**src/rtl/frame_sync_pkg.sv**
```systemverilog
// Shared types for the board update path: FSM states, board packing and fade defaults.
// Imported by the game logic, the frame sync controller and the renderer.
package frame_sync_pkg;
   localparam int NUM_CELLS = 16;
   localparam int CELL_W    = 4;
   localparam int GRID_W    = NUM_CELLS * CELL_W;
   localparam int CNT_W     = 3;
   localparam int PRE_W     = 4;
   localparam logic [CNT_W-1:0] FADE_START_DEF = 3'd7;

   typedef enum logic [1:0] {
      ST_IDLE, ST_PEND, ST_FADE, ST_FADE_PEND
   } fs_state_e;

   typedef struct packed {
      logic [GRID_W-1:0]    grid;
      logic [NUM_CELLS-1:0] mask;
   } fs_upd_t;

   // Cell n = {row, col} occupies bits [4n+3:4n].
   function automatic logic [CELL_W-1:0] get_cell(input logic [GRID_W-1:0] g,
                                                  input logic [1:0] row,
                                                  input logic [1:0] col);
      return g[{row, col}*CELL_W +: CELL_W];
   endfunction
endpackage

```
**src/rtl/frame_sync_ctrl_if.sv**
```systemverilog
// Update handshake from game logic plus the committed board seen by the renderer.
interface frame_sync_ctrl_if;
   import frame_sync_pkg::*;
   logic                 upd_valid;
   logic [GRID_W-1:0]    upd_grid;
   logic [NUM_CELLS-1:0] upd_new_tiles;
   logic                 upd_ready;
   logic [GRID_W-1:0]    grid;
   logic [NUM_CELLS-1:0] new_tiles;
   logic [CNT_W-1:0]     new_tiles_counter;
   logic                 busy;

   modport master (output upd_valid, upd_grid, upd_new_tiles,
                   input  upd_ready, grid, new_tiles, new_tiles_counter, busy);
   modport slave  (input  upd_valid, upd_grid, upd_new_tiles,
                   output upd_ready, grid, new_tiles, new_tiles_counter, busy);
endinterface

```
**src/rtl/frame_sync_ctrl_fade_timer.sv**
```systemverilog
// Frame prescaler plus fade-level down-counter; load wins over step, never wraps below 0.
module fade_timer
   import frame_sync_pkg::*;
#(
   parameter int STEP_FRAMES = 4
) (
   input  logic             clk,
   input  logic             rst_n,
   input  logic             load,
   input  logic [CNT_W-1:0] load_val,
   input  logic             step_en,
   output logic [CNT_W-1:0] cnt,
   output logic             zero,
   output logic             expire
);
   localparam logic [PRE_W-1:0] PRE_LAST = PRE_W'(STEP_FRAMES - 1);

   logic [PRE_W-1:0] pre;
   logic             wrap;

   assign wrap   = (pre == PRE_LAST);
   assign zero   = (cnt == '0);
   // Asserted on the edge where the level goes 1 -> 0.
   assign expire = step_en && wrap && (cnt == CNT_W'(1));

   always_ff @(posedge clk or negedge rst_n) begin
      if (!rst_n) begin
         pre <= '0;
         cnt <= '0;
      end else if (load) begin
         pre <= '0;
         cnt <= load_val;
      end else if (step_en && !zero) begin
         if (wrap) begin
            pre <= '0;
            cnt <= cnt - CNT_W'(1);
         end else begin
            pre <= pre + PRE_W'(1);
         end
      end
   end
endmodule

```
**src/rtl/frame_sync_ctrl.sv**
```systemverilog
// Buffers board updates from game logic and commits them to the renderer only at
// frame_start, then fades the new-tile highlight down over FADE_STEP_FRAMES per level.
module frame_sync_ctrl
   import frame_sync_pkg::*;
#(
   parameter int               FADE_STEP_FRAMES = 4,
   parameter logic [CNT_W-1:0] FADE_START       = FADE_START_DEF
) (
   input  logic               clk,
   input  logic               rst_n,
   input  logic               frame_start,
   frame_sync_ctrl_if.slave   bus
);
   fs_state_e            state, state_nxt;
   fs_upd_t              pend;
   logic [GRID_W-1:0]    grid_q;
   logic [NUM_CELLS-1:0] new_tiles_q;
   logic                 xfer, commit, mask_nz, step_en;
   logic [CNT_W-1:0]     t_cnt;
   logic                 t_zero, t_expire;

   assign bus.upd_ready = (state == ST_IDLE) || (state == ST_FADE);
   assign bus.busy      = (state != ST_IDLE);
   assign bus.grid      = grid_q;
   assign bus.new_tiles = new_tiles_q;
   assign bus.new_tiles_counter = t_cnt;

   assign xfer    = bus.upd_valid && bus.upd_ready;
   assign commit  = frame_start && ((state == ST_PEND) || (state == ST_FADE_PEND));
   assign mask_nz = |pend.mask;
   assign step_en = frame_start && (state == ST_FADE);

   fade_timer #(.STEP_FRAMES(FADE_STEP_FRAMES)) u_fade_timer (
      .clk      (clk),
      .rst_n    (rst_n),
      .load     (commit),
      .load_val (mask_nz ? FADE_START : '0),
      .step_en  (step_en),
      .cnt      (t_cnt),
      .zero     (t_zero),
      .expire   (t_expire)
   );

   always_ff @(posedge clk or negedge rst_n) begin
      if (!rst_n) state <= ST_IDLE;
      else        state <= state_nxt;
   end

   always_comb begin
      state_nxt = state;
      case (state)
         ST_IDLE:      if (xfer) state_nxt = ST_PEND;
         ST_PEND:      if (frame_start) state_nxt = mask_nz ? ST_FADE : ST_IDLE;
         // A fade ending on the same edge as a transfer still hands over to PEND.
         ST_FADE: begin
            if (t_expire || t_zero) state_nxt = xfer ? ST_PEND : ST_IDLE;
            else if (xfer)          state_nxt = ST_FADE_PEND;
         end
         ST_FADE_PEND: if (frame_start) state_nxt = mask_nz ? ST_FADE : ST_IDLE;
         default:      state_nxt = ST_IDLE;
      endcase
   end

   always_ff @(posedge clk or negedge rst_n) begin
      if (!rst_n) begin
         pend        <= '0;
         grid_q      <= '0;
         new_tiles_q <= '0;
      end else begin
         if (xfer) pend <= '{grid: bus.upd_grid, mask: bus.upd_new_tiles};
         if (commit) begin
            grid_q      <= pend.grid;
            new_tiles_q <= pend.mask;
         end else if (t_expire) begin
            new_tiles_q <= '0;
         end
      end
   end
endmodule

```
**src/flat_wrapper.sv**
```systemverilog
// flat-port wrapper written by rule: the top's interface ports become plain ports
module frame_sync_ctrl_flat import frame_sync_pkg::*;
#(
   parameter int               FADE_STEP_FRAMES = 4,
   parameter logic [CNT_W-1:0] FADE_START       = FADE_START_DEF
)
  (clk, rst_n, frame_start, bus_upd_valid, bus_upd_grid, bus_upd_new_tiles, bus_upd_ready, bus_grid, bus_new_tiles, bus_new_tiles_counter, bus_busy);
  frame_sync_ctrl_if bus_i ();
  input  logic clk;
  input  logic rst_n;
  input  logic frame_start;
  input wire logic [$bits(bus_i.upd_valid)-1:0] bus_upd_valid;
  input wire logic [$bits(bus_i.upd_grid)-1:0] bus_upd_grid;
  input wire logic [$bits(bus_i.upd_new_tiles)-1:0] bus_upd_new_tiles;
  output wire logic [$bits(bus_i.upd_ready)-1:0] bus_upd_ready;
  output wire logic [$bits(bus_i.grid)-1:0] bus_grid;
  output wire logic [$bits(bus_i.new_tiles)-1:0] bus_new_tiles;
  output wire logic [$bits(bus_i.new_tiles_counter)-1:0] bus_new_tiles_counter;
  output wire logic [$bits(bus_i.busy)-1:0] bus_busy;
  assign bus_i.upd_valid = bus_upd_valid;
  assign bus_i.upd_grid = bus_upd_grid;
  assign bus_i.upd_new_tiles = bus_upd_new_tiles;
  assign bus_upd_ready = bus_i.upd_ready;
  assign bus_grid = bus_i.grid;
  assign bus_new_tiles = bus_i.new_tiles;
  assign bus_new_tiles_counter = bus_i.new_tiles_counter;
  assign bus_busy = bus_i.busy;
  frame_sync_ctrl #(.FADE_STEP_FRAMES(FADE_STEP_FRAMES), .FADE_START(FADE_START)) u_core (.clk(clk), .rst_n(rst_n), .frame_start(frame_start), .bus(bus_i));
endmodule
```
**config.mk**
```make
export PLATFORM = sky130hd
export DESIGN_NAME = frame_sync_ctrl_flat
export DESIGN_NICKNAME = d
export VERILOG_FILES = /design/src/rtl/frame_sync_pkg.sv /design/src/rtl/frame_sync_ctrl_if.sv /design/src/rtl/frame_sync_ctrl_fade_timer.sv /design/src/rtl/frame_sync_ctrl.sv /design/src/flat_wrapper.sv
export SDC_FILE = /design/constraint.sdc
export NUM_CORES = 1
export LEC_CHECK = 0
export ABC_AREA = 1
export BUFFER_PORTS_ARGS = -buffer_cell sky130_fd_sc_hd__buf_2
export CORE_MARGIN = 2
export CORE_UTILIZATION = 53
export CTS_BUF_LIST = sky130_fd_sc_hd__clkbuf_16
export DETAILED_ROUTE_END_ITERATION = 12
export GPL_TIMING_DRIVEN = 0
export PLACE_DENSITY = 0.8
export SLEW_MARGIN = 30
export SYNTH_ARGS = -nofsm -noshare
export SYNTH_HDL_FRONTEND = slang
export SYNTH_SLANG_ARGS = --single-unit
```
**constraint.sdc**
```tcl
create_clock -name clk -period 1.76 [get_ports clk]
set_input_delay 0.352 -clock clk [delete_from_list [all_inputs] [get_ports clk]]
set_output_delay 0.352 -clock clk [all_outputs]
set_load 0.02 [all_outputs]
```
==> results by group, run 1 <==
Run status
  – Status: completed

Setup path
  – CP max-delay cell: dfrtp_1
  – Reg2reg end: u_core.u_fade_timer.cnt[1]
  – Worst r2r src: u_core.u_fade_timer.cnt[0]
  – Crit Path Class: flop to primary output
  – Delay-heaviest family, CP: flip-flops
  – R2R Setup Slk: 0.20 ns
  – Reg2Reg Depth: 10
  – CP endpoint kind: primary output
  – Worst Setup Start Kind: flop
  – WP buf/inv: 2
  – Critical Path Fanout Max: 5
  – Slowest Stage Delay on Critical Path: 0.43 ns
  – Critical Path AT: 1.31 ns
  – Worst Path Required: 1.41 ns
  – Critical-path cell list: inv_2 -> nand2_1 -> buf_2

STA
  – Fmax: 602 MHz
  – Max-slew headroom: 56.6%
  – Final slew viol count: 0
  – Tmin final: 1.66 ns
  – Worst Skew: 0.00657 ns
  – Finish-stage setup viols: 0
  – Slew @ Worst Pin: 0.651 ns
  – RSZ-0062 raised after global routing: no
  – WHS: 0.159 ns
  – Setup ws final: 0.0991 ns
  – Fin crit share: 94.4%
  – Final Hold Vio Count: 0

Clock network
  – Htree depth: 4
  – Num CTS Buffers: 17
  – TritonCTS clock tree: done
  – Latest clock arrival within the worst-skew pair: 0.42 ns
  – Clk root buf: clkbuf_16
  – Post-CTS setup buffer count: 0
  – Bufs on Longest Clock Path: 2
  – Clk sink count: 169
  – Clk slew on worst S/H paths: 0.06 ns

Global routing
  – First-pass GRT wire length: 23000 um
  – Largest net degree at the start of global routing: 89
  – Number of global-route vias before repair: 4817
  – Grt ovf: 0
  – GRT Resource Usage Total: 22.2%
  – Initial antenna violation count: 0

Yosys
  – Ys async rst share: 100%
  – Share of the synthesized area in the top cell type: 63.2%
  – Mapped Nets: 720
  – Complex-gate fraction of the synthesized area: 5.31%
  – Yosys reg bits: 169
  – Synth Area per Inst: 10.6 um^2
  – Main combinational cell family by area after synthesis: simple AND/OR/NAND/NOR gates
  – Mux cell area share after synthesis: 8.08%
  – Synth Flop Type: dfrtp_1
  – Number of synthesized flops with an enable pin: 0
  – Synth cell count leaders: nand2_1, dfrtp_1, mux2_2
  – Cell taking the most area after synthesis: dfrtp_1
  – Count of cell types in the netlist: 22
  – Adder-cell share of the synthesized area: 0.748%
  – Most common cell in the synthesized netlist: nand2_1
  – XOR/XNOR Fraction of Synth Area: 0.131%
  – Simple-Gate Fraction of Synth Area: 17.2%
  – Ranking of synthesized cells by area: dfrtp_1, nand2_1, mux2_2
  – YS warnings: 0
  – Mapped cell area: 0.00669 mm^2
  – Cell count after synthesis: 632
  – Sequential area share after synthesis: 63.2%

Hold path
  – Worst min-delay path startpoint: bus_upd_grid[43]
  – Worst min path class: primary input to flop
  – Hold Path End: u_core.pend[59]
  – Hold depth: 2

Drt
  – Vias per std cell: 4.90
  – Iteration-0 DRC Markers: 243
  – Total Routed Length: 14300 um
  – Antenna Violating Nets Remaining: 0
  – Routed len/inst: 14.3 um
  – Pre-Repair DR Iteration Count: 5
  – Drt drc: 0
  – Via count: 4928

Floorplanning
  – # rows: 41
  – Starting Density: 53.6%
  – Chip width: 116 um
  – Die Ht: 116 um
  – Die ar.: 0.0135 mm^2
  – Io pins: 169
  – Core Area: 0.0125 mm^2

Placed design
  – Dpl cells: 973
  – Final HPWL DP: 9960 um
  – Place WS: 0.227 ns
  – IO buf count: 168
  – RD Place Congestion: 0.797
  – Post-DP Area: 0.00778 mm^2

Final layout
  – Fin nets: 909
  – Layout cell share with drive strength beyond 1: 35.5%
  – Layout area overhead: 24.9%
  – Finished Cell Area: 0.00835 mm^2
  – N_diodes: 0
  – Non-Filler Instances: 1006

Power and ir drop
  – PwrDens: 1480 mW/mm^2
  – LEAKAGE: 4.44 nW
  – Total power: 12.4 mW
  – Peak VDD IR: 849 uV

Run
  – Max-cap violation count: 0
-- through the flow --
step                      util, %  setup TNS [ns]
after detailed placement     62.4               0
after global placement       62.1         -380.65
after floorplan                 -               0
after global routing         67.0               0
after CTS                    67.0               0
final                        67.0               0
-- per-layer routing --
metal / vias to the layer above / part of all wire (%) / track usage (%) / routed length (um)
met5: - / 0 / 0 / 0
met4: 0 / 2.4 / 8.89 / 344
met3: 27 / 5.7 / 6.75 / 814
met2: 130 / 47 / 35.3 / 6800
met1: 2381 / 44 / 28.9 / 6380
li1: 2390 / - / - / -
-- area by class of cell --
type | count | area, um^2
clock inverters | 15 | 135
well taps | 172 | 215
repair buffers | 170 | 888
flip-flops and latches | 169 | 4230
plain buffers | 30 | 201
inverters | 41 | 154
clock buffers | 17 | 425
multi-input cells | 392 | 2100
fillers | 1014 | 4110
-- placed cells by master, fill, tap and decap left out, drive strengths merged --
cell | synthesis | routed
clkinvlp | 0 | 3
inv | 41 | 44
nand3 | 26 | 26
o21ai | 39 | 39
nor2 | 46 | 46
buf | 24 | 193
ha | 4 | 4
dfrtp | 169 | 169
a21oi | 32 | 32
clkinv | 0 | 7
clkbuf | 6 | 23
or2 | 2 | 2
nand2 | 194 | 194
mux2 | 48 | 48
xor2 | 1 | 1
dlygate4sd3 | 0 | 1
bufinv | 0 | 2
-- worst max path at each step --
stage / slack (ns) / endpoint / cells past startpoint / start
2_1_floorplan: 0.23 / u_core.u_fade_timer.cnt[0] / 9 / u_core.u_fade_timer.cnt[0]
3_3_place_gp: -2.27 / u_core.pend[63] / 1 / rst_n
3_5_place_dp: 0.23 / u_core.u_fade_timer.cnt[1] / 10 / u_core.u_fade_timer.cnt[0]
4_1_cts: 0.1 / bus_busy / 3 / u_core.state[0]
5_1_grt: 0.03 / bus_busy / 3 / u_core.state[0]
6_report: 0.1 / bus_busy / 3 / u_core.state[0]
-- cells by family after synthesis --
group,Yosys count
AND/OR/NAND/NOR,268
adder cells (fa/ha/maj),4
buffers and inverters,71
AO/OA/AOI/OAI,71
multiplexers,48
flip-flops,169
XOR/XNOR,1
-- power breakdown --
group          internal, mW  switching [mW]  leakage, nW
Clock                  2.06            1.47        0.276
Sequential             4.94           0.579         2.01
Combinational          1.26            2.08         2.15
Total                  8.26            4.14         4.44
-- flip-flops by register name, indices dropped and copies added (netlist names) --
signal / count
u_core.u_fade_timer.cnt: 3
u_core.u_fade_timer.pre: 4
u_core.state: 2
u_core.pend: 80
u_core.bus.grid: 64
u_core.bus.new_tiles: 16
-- repair_timing --
action                    CTS  global route
hold buffers                1             0
hold endpoints to repair   87             0
resized for setup           0             0
Power figures use the tool's default switching activity.
==> run 2: changes to the inputs <==
CORE_UTILIZATION = 57   (was 53)
CTS_CLUSTER_DIAMETER = 50   (was unset)
PLACE_DENSITY = 0.85   (was 0.8)
clock period = 2.05 ns   (was 1.76 ns; I/O delays follow)
==> results by group, run 2 (synthesis gave the netlist of run 1 again) <==
Final layout
  – Layout area overhead: 26.2% (was 24.9%)
  – Most frequent cells in the layout: nand2_1, buf_2, dfrtp_1, mux2_2, nor2_1 (unchanged)
  – Post-layout util: 73.9% (was 67.0%)
  – Fill cell count: 854 (was 1014)
  – Non-Filler Instances: 979 (was 1006)
  – Finished Cell Area: 0.00844 mm^2 (was 0.00835 mm^2)
  – Register area: 0.00423 mm^2 (unchanged)
  – Commonest non-fill, non-tap cell in the layout: nand2_1 (unchanged)
  – Fin nets: 910 (was 909)
  – Top reg by flops: u_core.pend (unchanged)
  – Multi-input combinational cell area: 0.00210 mm^2 (unchanged)
  – Layout cell share with drive strength beyond 1: 35.6% (was 35.5%)
  – Number of flip-flops under the largest register name: 80 (unchanged)

Placed design
  – Dpl cells: 945 (was 973)
  – Final HPWL DP: 10400 um (was 9960 um)
  – RD Place Congestion: 0.834 (was 0.797)
  – IO buf count: 168 (unchanged)
  – Post-DP Area: 0.00777 mm^2 (was 0.00778 mm^2)

STA
  – Worst Skew: 0.00622 ns (was 0.00657 ns)
  – Fmax: 593 MHz
  – Finish-stage setup viols: 0 (unchanged)
  – Final Hold Vio Count: 0 (unchanged)
  – Setup TNS: 0 ns (unchanged)
  – Fin crit share: 82.2%
  – Tmin final: 1.69 ns
  – Max-slew headroom: 68.9% (was 56.6%)
  – RSZ-0062 raised after global routing: no (unchanged)
  – Slew @ Worst Pin: 0.467 ns (was 0.651 ns)
  – Final slew viol count: 0 (unchanged)

Setup path
  – Reg2Reg Depth: 10 (unchanged)
  – Worst Setup Start Kind: flop (unchanged)
  – Critical Path Fanout Max: 5 (unchanged)
  – Critical Path Start: u_core.state[0] (unchanged)
  – Crit Path Class: flop to primary output (unchanged)
  – Reg2reg end: u_core.u_fade_timer.cnt[1] (unchanged)
  – Worst r2r src: u_core.u_fade_timer.cnt[0] (unchanged)
  – CP endpoint kind: primary output (unchanged)
  – Critical Path AT: 1.28 ns (was 1.31 ns)
  – R2R Setup Slk: 0.48 ns (was 0.20 ns)
  – Worst Path Required: 1.64 ns (was 1.41 ns)

Floorplanning
  – Io pins: 169 (unchanged)
  – Die ar.: 0.0126 mm^2 (was 0.0135 mm^2)
  – Die Ht: 112 um (was 116 um)
  – # rows: 39 (was 41)
  – Chip width: 112 um (was 116 um)
  – Starting Density: 58.6% (was 53.6%)
  – Core Area: 0.0114 mm^2 (was 0.0125 mm^2)

Drt
  – Pre-Repair DR Iteration Count: 7 (was 5)
  – Routed len/inst: 14.9 um (was 14.3 um)
  – Total Routed Length: 14600 um (was 14300 um)
  – Vias per std cell: 5.07 (was 4.90)
  – Iteration-0 DRC Markers: 384 (was 243)
  – Drt drc: 0 (unchanged)
  – Antenna Violating Nets Remaining: 0 (unchanged)
  – Via count: 4963 (was 4928)

Global routing
  – Grt ovf: 0 (unchanged)
  – First-pass GRT wire length: 24700 um (was 23000 um)
  – GRT Resource Usage Total: 24.8% (was 22.2%)
  – Initial antenna violation count: 1 (was 0)
  – Largest net degree at the start of global routing: 64 (was 89)
  – Number of global-route vias before repair: 5234 (was 4817)

Clock network
  – Latest clock arrival within the worst-skew pair: 0.42 ns (about the same)
  – Bufs on Longest Clock Path: 2 (unchanged)
  – Num CTS Buffers: 17 (unchanged)
  – Htree depth: 4 (unchanged)
  – Clk sink count: 169 (unchanged)
  – PostCTS Resize Cnt: 0 (unchanged)
  – Clk root buf: clkbuf_16 (unchanged)
  – Post-CTS setup buffer count: 0 (unchanged)
  – Clk slew on worst S/H paths: 0.06 ns (about the same)
  – TritonCTS clock tree: done (unchanged)

Power and ir drop
  – PwrDens: 1320 mW/mm^2 (was 1480 mW/mm^2)
  – Peak VDD IR: 1050 uV (was 849 uV)
  – LEAKAGE: 4.50 nW (was 4.44 nW)
  – Total power: 11.2 mW (was 12.4 mW)

Hold path
  – Hold Path End: u_core.pend[79] (was u_core.pend[59])
  – Worst min-delay path startpoint: bus_upd_grid[63] (was bus_upd_grid[43])
  – Hold depth: 2 (unchanged)
  – Worst min path class: primary input to flop (unchanged)

Run
  – Max-cap violation count: 0 (unchanged)

Run status
  – Status: completed (unchanged)
[run 2: cell count changes in the layout (fill, tap and decap cells not counted), sizes merged]
cell	before	now
diode	0	1
inv	44	43
clkinvlp	3	1
bufinv	2	6
buf	193	194
clkinv	7	6
[run 2: worst max path at each step]
stage | cells past startpoint | endpoint
final | 3 | bus_busy
after global routing | 3 | bus_busy
after CTS | 3 | bus_busy
after detailed placement | 10 | u_core.u_fade_timer.cnt[1]
after global placement | 1 | u_core.pend[54]
after floorplan | 9 | u_core.u_fade_timer.cnt[0]
[run 2: cell type report]
class	instances	share of cell area, %
antenna	1	0.0296
buffer	30	2.39
clock buffer	17	5.04
clock inverter	15	2.73
inverter	41	1.82
multi-input combinational	392	24.9
sequential	169	50.1
tap	143	2.12
timing repair buffer	171	10.9
[run 2: power by group]
part	internal (mW)	leakage (nW)	switching, mW
Combinational	1.09	2.17	1.82
Clock	2.27	0.321	1.26
Sequential	4.24	2.01	0.503
Total	7.60	4.50	3.58
[run 2: what timing repair did]
| action | 4_1_cts | 5_1_grt |
|---|---|---|
| setup endpoints to repair | 0 | 0 |
| endpoints found under the hold margin | 47 | 0 |
| hold buffers | 1 | 0 |
[run 2: worst max-delay path: stages, from the launching register on]
cell,delay (ns)
dfrtp_1,0.43
inv_2,0.15
nand2_1,0.11
buf_2,0.18
[run 2: through the flow]
step                setup WS (ns)  hold slack, ns
floorplan                   0.521           0.114
global placement            -1.78           0.444
detailed placement          0.506           0.331
CTS                         0.359           0.208
global route                0.292           0.210
finish                      0.365           0.217
[run 2: layer usage]
layer / up-vias / GRT usage [%] / wire length, um
met1: 2413 / 30.7 / 6140
met5: - / 0 / 0
met2: 138 / 41.7 / 7420
met3: 21 / 6.86 / 804
li1: 2391 / - / -
met4: 0 / 9.59 / 277
